$ cat src/rtl/apb_master.sv
// Single-outstanding APB requester: valid/ready command in, APB SETUP/ACCESS out, valid/ready response back.
// Optional ACCESS-phase wait-state timeout is enabled by defining APB_TIMEOUT_EN.
module apb_master #(
  parameter int ADDRW   = 32,
  parameter int DATAW   = 32,
  parameter int TIMEOUT = 255
) (
  input  logic             clk,
  input  logic             rst,
  input  logic             cmd_valid,
  output logic             cmd_ready,
  input  logic             cmd_write,
  input  logic [ADDRW-1:0] cmd_addr,
  input  logic [DATAW-1:0] cmd_wdata,
  output logic             rsp_valid,
  input  logic             rsp_ready,
  output logic [DATAW-1:0] rsp_rdata,
  output logic             rsp_err,
  output logic [ADDRW-1:0] paddr,
  output logic             pwrite,
  output logic             psel,
  output logic             penable,
  output logic [DATAW-1:0] pwdata,
  input  logic [DATAW-1:0] prdata,
  input  logic             pready,
  input  logic             pslverr
);

  typedef enum logic [1:0] {IDLE, SETUP, ACCESS, RESP} state_t;

  state_t           state, state_n;
  logic             cmd_ready_n, rsp_valid_n, rsp_err_n, pwrite_n, psel_n, penable_n;
  logic [DATAW-1:0] rsp_rdata_n, pwdata_n;
  logic [ADDRW-1:0] paddr_n;

`ifdef APB_TIMEOUT_EN
  localparam int CW = (TIMEOUT < 2) ? 1 : $clog2(TIMEOUT + 1);
  localparam logic [CW-1:0] LIMIT = CW'(TIMEOUT - 1);
  logic [CW-1:0] wait_cnt, wait_cnt_n;
`else
  localparam int unused_timeout = TIMEOUT;
`endif

  always_ff @(posedge clk) begin
    if (rst) begin
      state     <= IDLE;
      cmd_ready <= 1'b0;
      rsp_valid <= 1'b0;
      rsp_rdata <= '0;
      rsp_err   <= 1'b0;
      paddr     <= '0;
      pwrite    <= 1'b0;
      psel      <= 1'b0;
      penable   <= 1'b0;
      pwdata    <= '0;
`ifdef APB_TIMEOUT_EN
      wait_cnt  <= '0;
`endif
    end else begin
      state     <= state_n;
      cmd_ready <= cmd_ready_n;
      rsp_valid <= rsp_valid_n;
      rsp_rdata <= rsp_rdata_n;
      rsp_err   <= rsp_err_n;
      paddr     <= paddr_n;
      pwrite    <= pwrite_n;
      psel      <= psel_n;
      penable   <= penable_n;
      pwdata    <= pwdata_n;
`ifdef APB_TIMEOUT_EN
      wait_cnt  <= wait_cnt_n;
`endif
    end
  end

  // Every output is a register; this block computes the value each one takes at the next edge.
  always_comb begin
    state_n     = state;
    rsp_valid_n = rsp_valid;
    rsp_rdata_n = rsp_rdata;
    rsp_err_n   = rsp_err;
    paddr_n     = paddr;
    pwrite_n    = pwrite;
    psel_n      = psel;
    penable_n   = penable;
    pwdata_n    = pwdata;
`ifdef APB_TIMEOUT_EN
    wait_cnt_n  = wait_cnt;
`endif
    case (state)
      IDLE: begin
        if (cmd_valid && cmd_ready) begin
          if (cmd_addr[1:0] == 2'b00) begin
            paddr_n  = cmd_addr;
            pwrite_n = cmd_write;
            pwdata_n = cmd_write ? cmd_wdata : '0;
            psel_n   = 1'b1;
            state_n  = SETUP;
          end else begin
            rsp_valid_n = 1'b1;
            rsp_err_n   = 1'b1;
            rsp_rdata_n = '0;
            state_n     = RESP;
          end
        end
      end
      SETUP: begin
        penable_n = 1'b1;
        state_n   = ACCESS;
`ifdef APB_TIMEOUT_EN
        wait_cnt_n = '0;
`endif
      end
      ACCESS: begin
        // A ready slave always wins over the timeout on the same cycle.
        if (pready) begin
          rsp_rdata_n = pwrite ? '0 : prdata;
          rsp_err_n   = pslverr;
          rsp_valid_n = 1'b1;
          psel_n      = 1'b0;
          penable_n   = 1'b0;
          state_n     = RESP;
        end
`ifdef APB_TIMEOUT_EN
        else if (wait_cnt == LIMIT) begin
          rsp_rdata_n = '0;
          rsp_err_n   = 1'b1;
          rsp_valid_n = 1'b1;
          psel_n      = 1'b0;
          penable_n   = 1'b0;
          state_n     = RESP;
        end else begin
          wait_cnt_n = wait_cnt + 1'b1;
        end
`endif
      end
      RESP: begin
        if (rsp_ready) begin
          rsp_valid_n = 1'b0;
          state_n     = IDLE;
        end
      end
      default: state_n = IDLE;
    endcase
    cmd_ready_n = (state_n == IDLE);
  end

endmodule

$ cat config.mk
export PLATFORM = sky130hd
export DESIGN_NAME = apb_master
export DESIGN_NICKNAME = d
export VERILOG_FILES = /design/src/rtl/apb_master.sv
export SDC_FILE = /design/constraint.sdc
export NUM_CORES = 1
export LEC_CHECK = 0
export ABC_AREA = 1
export CAP_MARGIN = 0
export CELL_PAD_IN_SITES_DETAIL_PLACEMENT = 1
export CELL_PAD_IN_SITES_GLOBAL_PLACEMENT = 1
export CORE_ASPECT_RATIO = 0.7
export CORE_MARGIN = 5
export CORE_UTILIZATION = 30
export CTS_BUF_LIST = sky130_fd_sc_hd__clkbuf_4 sky130_fd_sc_hd__clkbuf_8
export DETAILED_ROUTE_END_ITERATION = 8
export PLACE_DENSITY = 0.95
export SLEW_MARGIN = 30
export SYNTH_ARGS = -nofsm -noshare
export SYNTH_HDL_FRONTEND = slang
export SYNTH_SLANG_ARGS = --single-unit
export TNS_END_PERCENT = 5
$ cat constraint.sdc
create_clock -name clk -period 4.1 [get_ports clk]
set_input_delay 0.615 -clock clk [delete_from_list [all_inputs] [get_ports clk]]
set_output_delay 0.615 -clock clk [all_outputs]
set_load 0.005 [all_outputs]
; ---- Word-level counts from Yosys, hierarchy flattened
; Index checks and enable logic that the tools add are counted.
[word_totals]
regBits = 104
output_inout_bits = 102
[op_classes]
eq_ne = 8
muxes = 23
n_reduce_logical = 12
[op_table]
columns = operator, count
row1 = 32-bit 2-to-1 mux, 5
row2 = 32-bit one-hot mux with 2 select lines, 1
row3 = 2-bit != test (second input constant), 5
row4 = 1-bit 2-to-1 mux, 8
row5 = 2-bit 2-to-1 mux, 4
row6 = 2-bit one-hot mux with 4 select lines, 1
row7 = 4-bit AND reduction, 2
row8 = 2-bit zero test, 3
row9 = 1-bit one-hot mux with 2 select lines, 3
row10 = 5-bit AND reduction, 1
row11 = 2-bit equality test (second input constant), 2
row12 = 2-bit nonzero test, 2
row13 = 1-bit one-hot mux with 3 select lines, 1
row14 = 3-bit AND reduction, 1
row15 = 3-bit nonzero test, 1
row16 = 2-bit by 1-bit equality test with 1-bit output (second input constant), 1
row17 = 2-bit AND reduction, 1
row18 = 1-bit logical AND, 1

; ---- Logic depth before layout (Yosys ltp)
[logic_depth]
word_depth = 5
depth_mapped = 10
depth_no_buf = 8

; ---- Worst setup path before layout
; Ideal clock, no wire load.
[synth_timing]
path_type = input to register
from = in cmd_addr[0]
to = reg rsp_rdata[17]
setup_time_ps = 113
arrival_time_ps = 1505
required_ps = 3987
path_slack_ps = 2482
path_stages = 9
cell_sequence = nor2_2 nand2_1 nand2_1 inv_1 nand2_2 buf_4 nand2_1 nand2_1 nor2_1
[synth_via]
elab_chain_cells = 3
[synth_rtl]
columns = element, line_no
row1 = start: declaration, 13  ; input logic [ADDRW-1:0] cmd_addr,
row2 = 2-bit zero test, 93  ; if (cmd_addr[1:0] == 2'b00) begin
row3 = 2-bit != test (no source line), n/a
row4 = 4-bit AND reduction (no source line), n/a
row5 = end signal: assignment, 63  ; rsp_rdata <= rsp_rdata_n;
row6 = end: declaration, 17  ; output logic [DATAW-1:0] rsp_rdata,
; No other way between the ends.
; A chain may end at the register's enable or synchronous reset.

; ---- Worst setup path in the final report
[layout_timing]
from = in cmd_valid
to = reg pwdata[15]
[layout_via]
elab_chain_cells = 2
[layout_rtl]
columns = element, line_no
row1 = start: declaration, 10  ; input logic cmd_valid,
row2 = 1-bit logical AND, 92  ; if (cmd_valid && cmd_ready) begin
row3 = 3-bit AND reduction (no source line), n/a
row4 = end signal: assignment, 69  ; pwdata <= pwdata_n;
row5 = end: declaration, 23  ; output logic [DATAW-1:0] pwdata,
; No other way between the ends.

==> results by group <==
Outcome
  • Outcome: completed

Pwr
  • Psw: between 0.8 and 0.9 mW
  • Switching share of total power: a little under a third
  • Lkg Pwr: between 2 and 2.5 nW
  • Worst VDD drop: ~180 uV
  • Combinational share of power: roughly a third
  • Clock group share of total power: a little under a quarter
  • Register share of total power: a little under half
  • Power Density: 416 nW/um^2
  • Internal power: between 1.5 and 2 mW

Place
  • Dpl cells: 919
  • Dpl ws: 1420 ps
  • DPL Wire Length: 10.6 mm
  • PortBufs: around 200
  • Gpl congestion: between 0.7 and 0.8

STA
  • Max Slew Vio Count: 0
  • Max Freq: approximately 450 MHz
  • Final TNS setup: 0 ps
  • Layout Skew: about 15 ps
  • Final Setup Violations: 0
  • Slew margin rel.: 52.5%
  • Tmin final: roughly 2200 ps
  • RSZ-0062 raised after global routing: no
  • Final Hold Fails: 0
  • Worst slew pin tran: around 710 ps
  • Final period utilization: 54.3%
  • Final setup margin: approximately 1900 ps

Global route
  • Largest net degree at the start of global routing: between 60 and 70
  • Initial antenna violation count: 0
  • Global-route wire length before repair: about 22 mm
  • Vias in the first global route: around 4,300
  • Tot GR Track Use: between 15 and 20%
  • Global route overflow: 0

Floorplan
  • Die area: ~16,000 sq um
  • Initial Utilization: between 30% and 40%
  • Core box area: roughly 13,000 sq um
  • Floorplan die height: roughly 110 um
  • Num ports: 205
  • Chip width: approximately 150 um
  • Num rows: 35

Clocking
  • CTS resizes: 0
  • TritonCTS clock tree: built
  • H-tree Lvls: 3
  • Reg clk slew, reported paths: 110 ps
  • CTS Buffer Depth: 2
  • Clk_lat worst skew: 370 ps
  • Hold Buf Count CTS: 0
  • CTS root buf: clkbuf_8
  • Num CTS Buffers: 9
  • Clock Sinks: 104
  • Setup bufs post-CTS: 0

Setup path
  • R2R setup slack: around 2100 ps
  • Critical R2R Launch: state[0]$_SDFF_PP0_
  • Crit path to: pwdata[15]$_SDFFE_PP0P_
  • Worst r2r path cells: 6
  • Reg2reg end: pwdata[15]$_SDFFE_PP0P_
  • Origin of the worst setup path: cmd_valid
  • Arr. time, crit path: roughly 2500 ps
  • Critical Path Sink Type: flip-flop
  • Crit path required time: 4400 ps
  • CP max FO: 66
  • Worst Path Class, Setup: in2reg
  • Worst Setup Start Kind: input pin

Synthesis
  • Register area share after synthesis: between 50% and 60%
  • Most used DFF post-synth: dfxtp_1
  • Post-synth EDFFs: 0
  • Synth cell types: 23
  • Most common cell in the netlist: nand2_1
  • Post-Syn Area: about 4000 sq um
  • Synth top area share: between 50% and 60%
  • Most area-hungry cell type in the Yosys netlist: dfxtp_1
  • Register bit count reported by yosys: 104
  • Post-synth net total: between 600 and 700
  • Warnings, synthesis: 0
  • Syn avg cell area: a little over 7 sq um
  • Ys async rst share: 0%
  • Largest cells by area after synthesis: dfxtp_1 (51%), nand2_1 (18%), a21oi_1 (8.1%)
  • Cells after synthesis: ~570
  • Most frequent cells after synthesis: nand2_1 (196), dfxtp_1 (104), nor2_1 (81)

Detailed routing
  • TritonRoute pass-1 iters: 4
  • DR iter-0 viols: slightly above 90
  • Final wirelength: 14.4 mm
  • WL/cell: roughly 15 um
  • Via density: 4.59
  • Via Count: about 4,300
  • Antenna-violating nets left: 0
  • DRC Markers: 0

Flow run
  • Maxcap violations: 0

Finish
  • Fillcell total: around 1,600
  • Nets: roughly 850
  • Area Growth Syn to Fin: 57.0%
  • Antenna diodes: 0
  • Finished Layout Cells: about 930
  • Share of cells above drive strength 1: between 4 and 5%

Hold path
  • Tightest Hold Check Type: reg2reg
## registers in the layout, indices dropped and copies added, names as in the netlist
signal	flops
cmd_ready	1
paddr	32
penable	1
psel	1
pwdata	32
pwrite	1
rsp_err	1
rsp_rdata	32
rsp_valid	1
state	2
## cell usage in the layout, fill, tap and decap left out
master           instances
clkbuf_8                 9
bufinv_16                1
buf_4                    5
nand2_2                  2
o22ai_1                  1
dfxtp_1                104
clkdlybuf4s50_1        202
o21ai_0                  2
nand2_1                195
inv_1                   26
clkinvlp_4               2
inv_2                    3
inv_6                    1
nor2_1                  81
a21oi_1                 66
buf_16                   1
nor2_4                   1
and2_1                   1
nor3_4                   1
nand4_1                 32
nor2_2                   3
buf_2                    2
o211ai_1                 1
clkinv_2                 1
nor3_1                   1
nand3_1                  5
## cell families (layout without fill, tap and decap cells)
group / count (synthesis) / in the layout / synth area share, %
compound gates: 70 / 70 / 8.70
flops: 104 / 104 / 51.2
buf+inv: 69 / 253 / 7.47
simple gates: 322 / 322 / 32.7
## through the flow
step	hold slack [ps]	power (mW)	cell area [sq um]	util, %
floorplan	449	1.63	4070	-
global placement	443	2.02	6180	46.7
detailed placement	453	2.06	6180	46.7
CTS	471	2.69	6360	48.1
global route	493	2.85	6390	48.3
finish	470	2.66	6390	48.3
## power groups by stage
stage / clock network, mW / logic, mW / registers (mW)
after global placement: 0 / 0.806 / 1.22
after detailed placement: 0 / 0.831 / 1.23
after floorplan: 0 / 0.408 / 1.22
final: 0.624 / 0.836 / 1.20
after global routing: 0.693 / 0.936 / 1.22
after CTS: 0.657 / 0.835 / 1.20
## final cells by class
| cell class | count | area (sq um) | area share, % |
|---|---|---|---|
| multi-input cells | 392 | 1690 | 26.4 |
| inverters | 29 | 109 | 1.70 |
| clock buffers | 9 | 124 | 1.94 |
| well taps | 185 | 231 | 3.62 |
| repair buffers | 210 | 2100 | 32.8 |
| flip-flops and latches | 104 | 2080 | 32.6 |
| clock inverters | 5 | 58.8 | 0.921 |
## worst max-delay path, stage by stage
cell             delay, ps
clkdlybuf4s50_1        420
nand2_1                130
nor3_4                  40
buf_4                  250
nand2_2                120
buf_4                  580
nand2_1                140
a21oi_1                200
## worst min path at each step
stage,to,depth (start not counted),slack (ps),startpoint
after floorplan,paddr[0]$_SDFFE_PP0P_,2,450,paddr[0]$_SDFFE_PP0P_
after global placement,paddr[1]$_SDFFE_PP0P_,2,440,paddr[1]$_SDFFE_PP0P_
after detailed placement,paddr[0]$_SDFFE_PP0P_,2,450,paddr[0]$_SDFFE_PP0P_
after CTS,paddr[0]$_SDFFE_PP0P_,2,470,paddr[0]$_SDFFE_PP0P_
after global routing,pwdata[18]$_SDFFE_PP0P_,2,490,pwdata[18]$_SDFFE_PP0P_
final,paddr[0]$_SDFFE_PP0P_,2,470,paddr[0]$_SDFFE_PP0P_
## routing by layer
metal	global-route usage [%]	vias to the layer above	part of all wire (%)
li1	-	2149	-
met1	19.7	1979	42
met2	29.5	135	47
met3	8.12	21	9.8
met4	5.36	0	1.9
met5	0	-	0
(Power assumes the default switching activity.)
